[src/rtl/fetch_seq_pkg.sv]
// Shared types and constants for the fetch sequencer and its next-PC unit.
package fetch_seq_pkg;

  typedef enum logic [1:0] {
    ST_IDLE   = 2'd0,
    ST_FETCH  = 2'd1,
    ST_DECODE = 2'd2,
    ST_EXEC   = 2'd3
  } state_e;

  localparam int PC_INCR      = 4;
  localparam int BRANCH_SHIFT = 2;
  localparam int INST_W       = 32;

endpackage

[src/rtl/pc_next_unit.sv]
// Combinational next-PC: sequential +4 or PC-relative word-offset branch.
module pc_next_unit
  import fetch_seq_pkg::*;
#(
  parameter int ADDR_W = 64
) (
  input  logic [ADDR_W-1:0] i_pc,
  input  logic [ADDR_W-1:0] i_branch_offset,
  input  logic              i_branch,
  input  logic              i_uncond_branch,
  input  logic              i_zero,
  output logic [ADDR_W-1:0] o_next_pc
);

  logic              w_taken;
  logic [ADDR_W-1:0] w_incr;

  // CBZ takes on zero; B always takes. Sum wraps modulo 2^ADDR_W.
  assign w_taken   = (i_branch & i_zero) | i_uncond_branch;
  assign w_incr    = w_taken ? (i_branch_offset << BRANCH_SHIFT) : ADDR_W'(PC_INCR);
  assign o_next_pc = i_pc + w_incr;

endmodule

[src/rtl/fetch_sequencer.sv]
// Fetch/decode/execute sequencer owning the PC and instruction register.
// Optional retire counter port enabled by defining FETCH_SEQ_PERF_EN.
module fetch_sequencer
  import fetch_seq_pkg::*;
#(
  parameter int                ADDR_W   = 64,
  parameter logic [ADDR_W-1:0] RESET_PC = '0
) (
  input  logic              i_clk,
  input  logic              i_rst,
  input  logic              i_run,
  output logic              o_imem_req,
  output logic [ADDR_W-1:0] o_imem_addr,
  input  logic              i_imem_ack,
  input  logic [INST_W-1:0] i_imem_data,
  output logic [INST_W-1:0] o_inst,
  output logic              o_inst_valid,
  input  logic              i_branch,
  input  logic              i_uncond_branch,
  input  logic              i_zero,
  input  logic [ADDR_W-1:0] i_branch_offset,
  input  logic              i_exec_done,
  output logic [ADDR_W-1:0] o_pc,
  output logic [1:0]        o_state
`ifdef FETCH_SEQ_PERF_EN
  ,output logic [31:0]      o_retire_count
`endif
);

  state_e            r_state;
  state_e            w_state_nxt;
  logic [ADDR_W-1:0] r_pc;
  logic [INST_W-1:0] r_inst;
  logic [ADDR_W-1:0] w_pc_nxt;
  logic              w_inst_load;
  logic              w_retire;

  pc_next_unit #(.ADDR_W(ADDR_W)) u_pc_next (
    .i_pc            (r_pc),
    .i_branch_offset (i_branch_offset),
    .i_branch        (i_branch),
    .i_uncond_branch (i_uncond_branch),
    .i_zero          (i_zero),
    .o_next_pc       (w_pc_nxt)
  );

  always_ff @(posedge i_clk or posedge i_rst) begin
    if (i_rst) begin
      r_state <= ST_IDLE;
      r_pc    <= RESET_PC;
      r_inst  <= '0;
    end else begin
      r_state <= w_state_nxt;
      if (w_retire)    r_pc   <= w_pc_nxt;
      if (w_inst_load) r_inst <= i_imem_data;
    end
  end

  // Acks and done strobes only count in their own state; Run is looked at
  // only in IDLE and on completion so a drop never aborts an instruction.
  always_comb begin
    w_state_nxt  = r_state;
    w_inst_load  = 1'b0;
    w_retire     = 1'b0;
    o_imem_req   = 1'b0;
    o_inst_valid = 1'b0;
    case (r_state)
      ST_IDLE: begin
        if (i_run) w_state_nxt = ST_FETCH;
      end
      ST_FETCH: begin
        o_imem_req = 1'b1;
        if (i_imem_ack) begin
          w_inst_load = 1'b1;
          w_state_nxt = ST_DECODE;
        end
      end
      ST_DECODE: begin
        o_inst_valid = 1'b1;
        w_state_nxt  = ST_EXEC;
      end
      ST_EXEC: begin
        if (i_exec_done) begin
          w_retire    = 1'b1;
          w_state_nxt = i_run ? ST_FETCH : ST_IDLE;
        end
      end
      default: w_state_nxt = ST_IDLE;
    endcase
  end

  assign o_imem_addr = r_pc;
  assign o_pc        = r_pc;
  assign o_inst      = r_inst;
  assign o_state     = r_state;

`ifdef FETCH_SEQ_PERF_EN
  logic [31:0] r_retire_cnt;

  always_ff @(posedge i_clk or posedge i_rst) begin
    if (i_rst)         r_retire_cnt <= '0;
    else if (w_retire) r_retire_cnt <= r_retire_cnt + 32'd1;
  end

  assign o_retire_count = r_retire_cnt;
`endif

endmodule

[config.mk]
export PLATFORM = sky130hd
export DESIGN_NAME = fetch_sequencer
export DESIGN_NICKNAME = d
export VERILOG_FILES = /design/src/rtl/fetch_seq_pkg.sv /design/src/rtl/pc_next_unit.sv /design/src/rtl/fetch_sequencer.sv
export SDC_FILE = /design/constraint.sdc
export NUM_CORES = 1
export LEC_CHECK = 0
export CAP_MARGIN = 20
export CORE_UTILIZATION = 41
export DETAILED_ROUTE_END_ITERATION = 10
export GPL_TIMING_DRIVEN = 0
export MAX_ROUTING_LAYER = met4
export PLACE_DENSITY = 0.78
export SYNTH_ARGS = -nofsm -noshare
export SYNTH_HDL_FRONTEND = slang
export SYNTH_SLANG_ARGS = --single-unit
export TNS_END_PERCENT = 50
[constraint.sdc]
create_clock -name i_clk -period 5.3 [get_ports i_clk]
set_input_delay 0.795 -clock i_clk [delete_from_list [all_inputs] [get_ports i_clk]]
set_output_delay 0.795 -clock i_clk [all_outputs]
set_load 0.1 [all_outputs]
==> results of run 1 <==
[placed cells by master, fill, tap and decap left out, drive strengths merged, types with 5 or more instances in the layout]
cell           count
clkdlybuf4s50    261
mux2              35
clkbuf            40
nand2b             7
o31ai              7
nor3              14
or2                8
o21a              16
xor2              26
a31oi              7
xnor2             21
nor2b             63
nand2            129
o211ai             7
and2               5
a21oi             75
and3               5
buf               84
dfrtp             96
inv               19
nand3              8
nand4             20
o21bai            14
a21o              32
nor2              42
ha                65
o21ai             91
a2111oi            5
[how the worst max path moves through the flow]
stage | start | cells past startpoint | endpoint
CTS | i_branch | 16 | o_imem_addr[46]
global placement | i_branch | 16 | o_imem_addr[46]
finish | i_zero | 16 | o_imem_addr[46]
global route | i_zero | 16 | o_imem_addr[50]
floorplan | i_branch | 15 | o_imem_addr[48]
detailed placement | i_branch | 16 | o_imem_addr[46]
[critical path, cell delays in order]
cell             delay, ns
clkdlybuf4s50_1       0.41
a21oi_2               0.52
clkbuf_1              0.44
or2_2                 0.19
ha_1                  0.18
inv_1                 0.07
fa_1                  0.40
nor2b_1               0.17
o211a_1               0.19
o31ai_2               0.11
a2111oi_2             0.63
o2111ai_1             0.34
a21oi_2               0.31
nor2_2                0.10
xnor2_1               0.21
o21ai_1               0.08
[area by class of cell]
class / instances / area share, %
buffer: 114 / 6.32
multi-input combinational: 752 / 43.8
timing repair buffer: 262 / 23.0
inverter: 17 / 0.578
tap: 265 / 2.89
sequential: 96 / 20.9
clock inverter: 7 / 0.491
clock buffer: 9 / 1.96
[registers in the layout, summed over array words and instances (netlist names)]
register	flops
o_imem_addr	62
o_inst	32
o_state	2
[per-stage QoR]
step	cell area [um2]	utilization, %	std cells
2_1_floorplan	8210	-	979
3_3_place_gp	11200	57.1	1505
3_5_place_dp	11200	57.3	1506
4_1_cts	11500	58.7	1522
5_1_grt	11500	58.7	1522
6_report	11500	58.7	1522
[cell families after synthesis]
family          Yosys count  share of synthesized area (%)
mux                      35                           4.81
other cells               1                         0.0458
xor+xnor                 47                           5.02
fa+ha+maj                66                           10.2
compound gates          288                           22.3
buf+inv                 131                           9.62
flops                    96                           29.3
simple gates            312                           18.7
[layer usage]
layer	wire (um)	vias up	share of wire, %	global-route usage, %
li1	-	3938	-	-
met1	10800	3808	44	31.2
met2	11600	315	48	40.9
met3	1580	33	6.5	3.70
met4	414	0	1.7	7.39
met5	0	-	0	-
[timing repair]
item / in CTS / in global routing
hold buffers: 0 / 0
resized for setup: 0 / 1
setup endpoints to repair: 0 / 6
==> results by group, run 1 <==
Place
  • Setup WS pre-CTS: -0.254 ns
  • DPL Wire Length: 19.5 mm
  • PortBufs: 261
  • Gpl congestion: 0.924

Critical path
  • Crit start category: input port
  • Critical R2R Capture: o_imem_addr[46]
  • Start of the worst register-to-register path: o_imem_addr[2]
  • Crit path DAT: 5.16 ns
  • CP Class: input port to register
  • Worst path required time: 5.52 ns
  • Reg2Reg Setup Slack: 1.94 ns
  • Crit-path max FO: 10
  • CP endpoint kind: register
  • Reg2Reg Depth: 12

Die
  • Die Width: 143 um
  • Cell row count: 51
  • Die H: 143 um
  • Core area: 19500 um2
  • Die area: 20600 um2
  • Initial Util: 42.0%
  • I/O pin cnt: 268

Synthesis
  • Post-synth EDFFs: 0
  • Yosys warnings: 0
  • Most instantiated cells after synthesis: 128 x nand2_1, 96 x dfrtp_1, 74 x a21oi_1
  • Syn Area/Cell: 8.40 um2
  • Sequential area share after synthesis: 29.3%
  • Post-synth cell types: 67
  • Ys flop type: dfrtp_1
  • Yosys top cell by area: dfrtp_1
  • Synth top area cells: dfrtp_1 29%, ha_1 9.9%, buf_4 6.5%
  • Synthesized flop and latch total: 96
  • Post-Syn Area: 8200 um2
  • Async set-reset flop share out of synthesis: 100%
  • Count leader, synth: nand2_1
  • Post-synthesis cell count: 976
  • Post-synth top area share: 29.3%

CTS
  • H-tree levels: 3
  • Clk slew on worst S/H paths: 0.07 ns
  • Post-CTS Setup Bufs: 0
  • Clock Sinks: 96
  • TritonCTS Buffers: 9
  • Root Buffer Master: clkbuf_16
  • Clk_lat worst skew: 0.35 ns
  • Bufs on Longest Clock Path: 2
  • CTS tree: built

STA
  • Setup TNS: 0 ns
  • Fin worst setup slack: 0.354 ns
  • Fmax: 202 MHz
  • Final setup fails: 0
  • Unrepaired setup endpoints after global routing: false
  • Tmin final: 4.95 ns
  • Slew margin rel.: 31.4%
  • Final hold violations: 0
  • Final hold slack: 0.508 ns
  • Clk_skew: 0.00995 ns
  • Slew Limit Fails: 0
  • Period utilization: 93.3%
  • Worst Tran Pin Value: 1.03 ns

Cells and area
  • Ratio of cells with drive above 1 in the final layout: 12.2%
  • Layout area overhead: 39.9%
  • Sequential cell area: 2400 um2
  • Area of the multi-input gates: 5020 um2
  • Fillers: 1813
  • Diodes inserted: 0
  • Final #Nets: 1422

Detailed routing
  • Final ANT Viol Nets: 0
  • DR pass1 iterations: 5
  • Drt wl/cell: 16.1 um
  • Drt drc: 0
  • Final WL: 24.5 mm
  • Initial drt markers: 496
  • Vias: 8094
  • Via-to-Cell Ratio: 5.32

Min path
  • Hold_sp: o_inst[6]
  • Hold depth: 1
  • Worst Hold End: o_inst[6]
  • Worst min path class: register to register

Global route
  • GRT overflow: 0
  • First-pass GRT wire length: 39.2 mm
  • Total GRT Usage: 24.7%
  • Vias in the first global route: 7900
  • Initial antenna violation count: 0
  • Largest net degree at the start of global routing: 63

Run status
  • Outcome: completed

Run
  • Max Cap Viol: 0
Power of run 1 is not shown: default switching activity piles up to over one toggle a cycle in this logic, so the estimate is an artifact.
==> inputs of run 2 (changes only) <==
==> constraint.sdc (replaced) <==
create_clock -name i_clk -period 4.6 [get_ports i_clk]
set_input_delay 0.69 -clock i_clk [delete_from_list [all_inputs] [get_ports i_clk]]
set_output_delay 0.69 -clock i_clk [all_outputs]
set_load 0.1 [all_outputs]
==> results by group, run 2 (synthesized netlist as in run 1, its figures left out) <==
Run status
  • Outcome: completed (unchanged)

Die
  • I/O pin cnt: 268 (unchanged)
  • Cell row count: 51 (unchanged)
  • Initial Util: 42.0% (unchanged)
  • Die area: 20600 um2 (unchanged)
  • Core area: 19500 um2 (unchanged)
  • Die H: 143 um (unchanged)
  • Die Width: 143 um (unchanged)

STA
  • Final hold violations: 0 (unchanged)
  • Unrepaired setup endpoints after global routing: false (unchanged)
  • Tmin final: 4.27 ns
  • Final setup fails: 0 (unchanged)
  • Clk_skew: 0.0108 ns (was 0.00995 ns)
  • Slew Limit Fails: 0 (unchanged)
  • Fmax: 234 MHz
  • Fin worst setup slack: 0.332 ns (was 0.354 ns)
  • Slew margin rel.: 31.4% (about the same)
  • Worst Tran Pin Value: 1.03 ns (about the same)
  • Period utilization: 92.8%

Cells and area
  • Final core occ: 58.9% (was 58.7%)
  • Max reg flops: 62 (unchanged)
  • Most frequent cells in the layout: 261 x clkdlybuf4s50_1, 128 x nand2_1, 96 x dfrtp_1 (unchanged)
  • Fillers: 1807 (was 1813)
  • Final #Nets: 1424 (was 1422)
  • Diodes inserted: 0 (unchanged)
  • Commonest non-fill, non-tap cell in the layout: clkdlybuf4s50_1 (unchanged)
  • Ratio of cells with drive above 1 in the final layout: 12.4% (was 12.2%)
  • Layout area overhead: 40.4% (was 39.9%)

CTS
  • Bufs on Longest Clock Path: 2 (unchanged)
  • TritonCTS Buffers: 9 (unchanged)
  • # hold bufs at CTS: 0 (unchanged)
  • H-tree levels: 3 (unchanged)
  • Clk slew on worst S/H paths: 0.07 ns (about the same)
  • Root Buffer Master: clkbuf_16 (unchanged)
  • Clk_lat worst skew: 0.35 ns (about the same)
  • Clock Sinks: 96 (unchanged)
  • CTS tree: built (unchanged)

Min path
  • Worst min path class: register to register (unchanged)

Global route
  • Largest net degree at the start of global routing: 63 (unchanged)
  • First-pass GRT wire length: 39.2 mm (about the same)
  • GRT overflow: 0 (unchanged)
  • Initial antenna violation count: 0 (unchanged)
  • Vias in the first global route: 7914 (was 7900)
  • Total GRT Usage: 24.8% (was 24.7%)

Detailed routing
  • Final ANT Viol Nets: 0 (unchanged)
  • Drt drc: 0 (unchanged)
  • Final WL: 24.5 mm (about the same)
  • Via-to-Cell Ratio: 5.31 (was 5.32)
  • Initial drt markers: 491 (was 496)
  • DR pass1 iterations: 5 (unchanged)
  • Drt wl/cell: 16.1 um (about the same)
  • Vias: 8088 (was 8094)

Critical path
  • Crit path DAT: 4.48 ns (was 5.16 ns)
  • CP endpoint kind: register (unchanged)
  • Crit-path max FO: 10 (unchanged)
  • Worst path required time: 4.82 ns (was 5.52 ns)
  • CP Class: input port to register (unchanged)
  • Crit start category: input port (unchanged)

Place
  • DPL Wire Length: 19.5 mm (unchanged)
  • Setup WS pre-CTS: -0.849 ns (was -0.254 ns)
  • Gpl congestion: 0.924 (unchanged)
  • PortBufs: 261 (unchanged)

Run
  • Max Cap Viol: 0 (unchanged)
==> run 2: cell types whose count changed in the layout (fill, tap and decap cells not counted) <==
cell / delta
a21oi_2: -1
buf_12: +1
a21oi_4: +1
clkbuf_1: -1
buf_4: +2
==> run 2: path summary, 6_finish.rpt <==
path	start	endpoint	slack, ns	cells past startpoint
worst min-delay path	o_inst[6]	o_inst[6]	0.51	1
max in group asynchronous	i_rst	o_imem_addr[10]	3.20	3
min in group asynchronous	i_rst	o_inst[13]	0.71	2
worst min register to register	o_inst[6]	o_inst[6]	0.51	1
worst max-delay path	i_zero	o_imem_addr[46]	0.33	16
worst max register to register	o_imem_addr[2]	o_imem_addr[46]	1.25	12
==> run 2: worst max-delay path: stages <==
cell             delay, ns
clkdlybuf4s50_1       0.45
a21oi_4               0.18
buf_12                0.14
buf_4                 0.11
clkbuf_1              0.32
nor2b_1               0.12
ha_1                  0.29
buf_2                 0.17
nand4_1               0.14
or2_1                 0.29
a2111oi_2             0.53
o2111ai_1             0.34
a21oi_2               0.31
nor2_2                0.10
xnor2_1               0.21
o21ai_1               0.08
==> run 2: timing repair <==
item,in CTS,in global routing
buffers inserted,0,3
endpoints found under the setup margin,22,13
gates resized for setup,2,0
pin swaps,0,1
==> run 2: per-layer routing <==
metal | track usage (%) | vias to the layer above | routed length, um
met3 | 3.70 | 25 | 1490
met1 | 31.1 | 3817 | 10900
li1 | - | 3954 | -
met2 | 41.0 | 292 | 11700
met4 | 7.39 | 0 | 359
met5 | - | - | 0
==> run 2: cell type report <==
cell class | count | area [um2] | share of cell area (%)
well taps | 265 | 332 | 2.88
repair buffers | 265 | 2680 | 23.2
clock buffers | 9 | 225 | 1.96
inverters | 17 | 66.3 | 0.576
plain buffers | 113 | 721 | 6.26
clock inverters | 7 | 56.3 | 0.489
multi-input cells | 752 | 5030 | 43.7
flip-flops and latches | 96 | 2400 | 20.9
==> run 2: metrics by stage <==
stage	area [um2]	setup TNS, ns	hold WS [ns]	std cells
finish	11500	0	0.508	1524
global route	11500	0	0.518	1524
CTS	11500	0	0.510	1521
detailed placement	11200	-16.59	0.493	1506
global placement	11200	-54.05	0.487	1505
floorplan	8210	0	0.840	979
Power of run 2 is left out for the same reason.
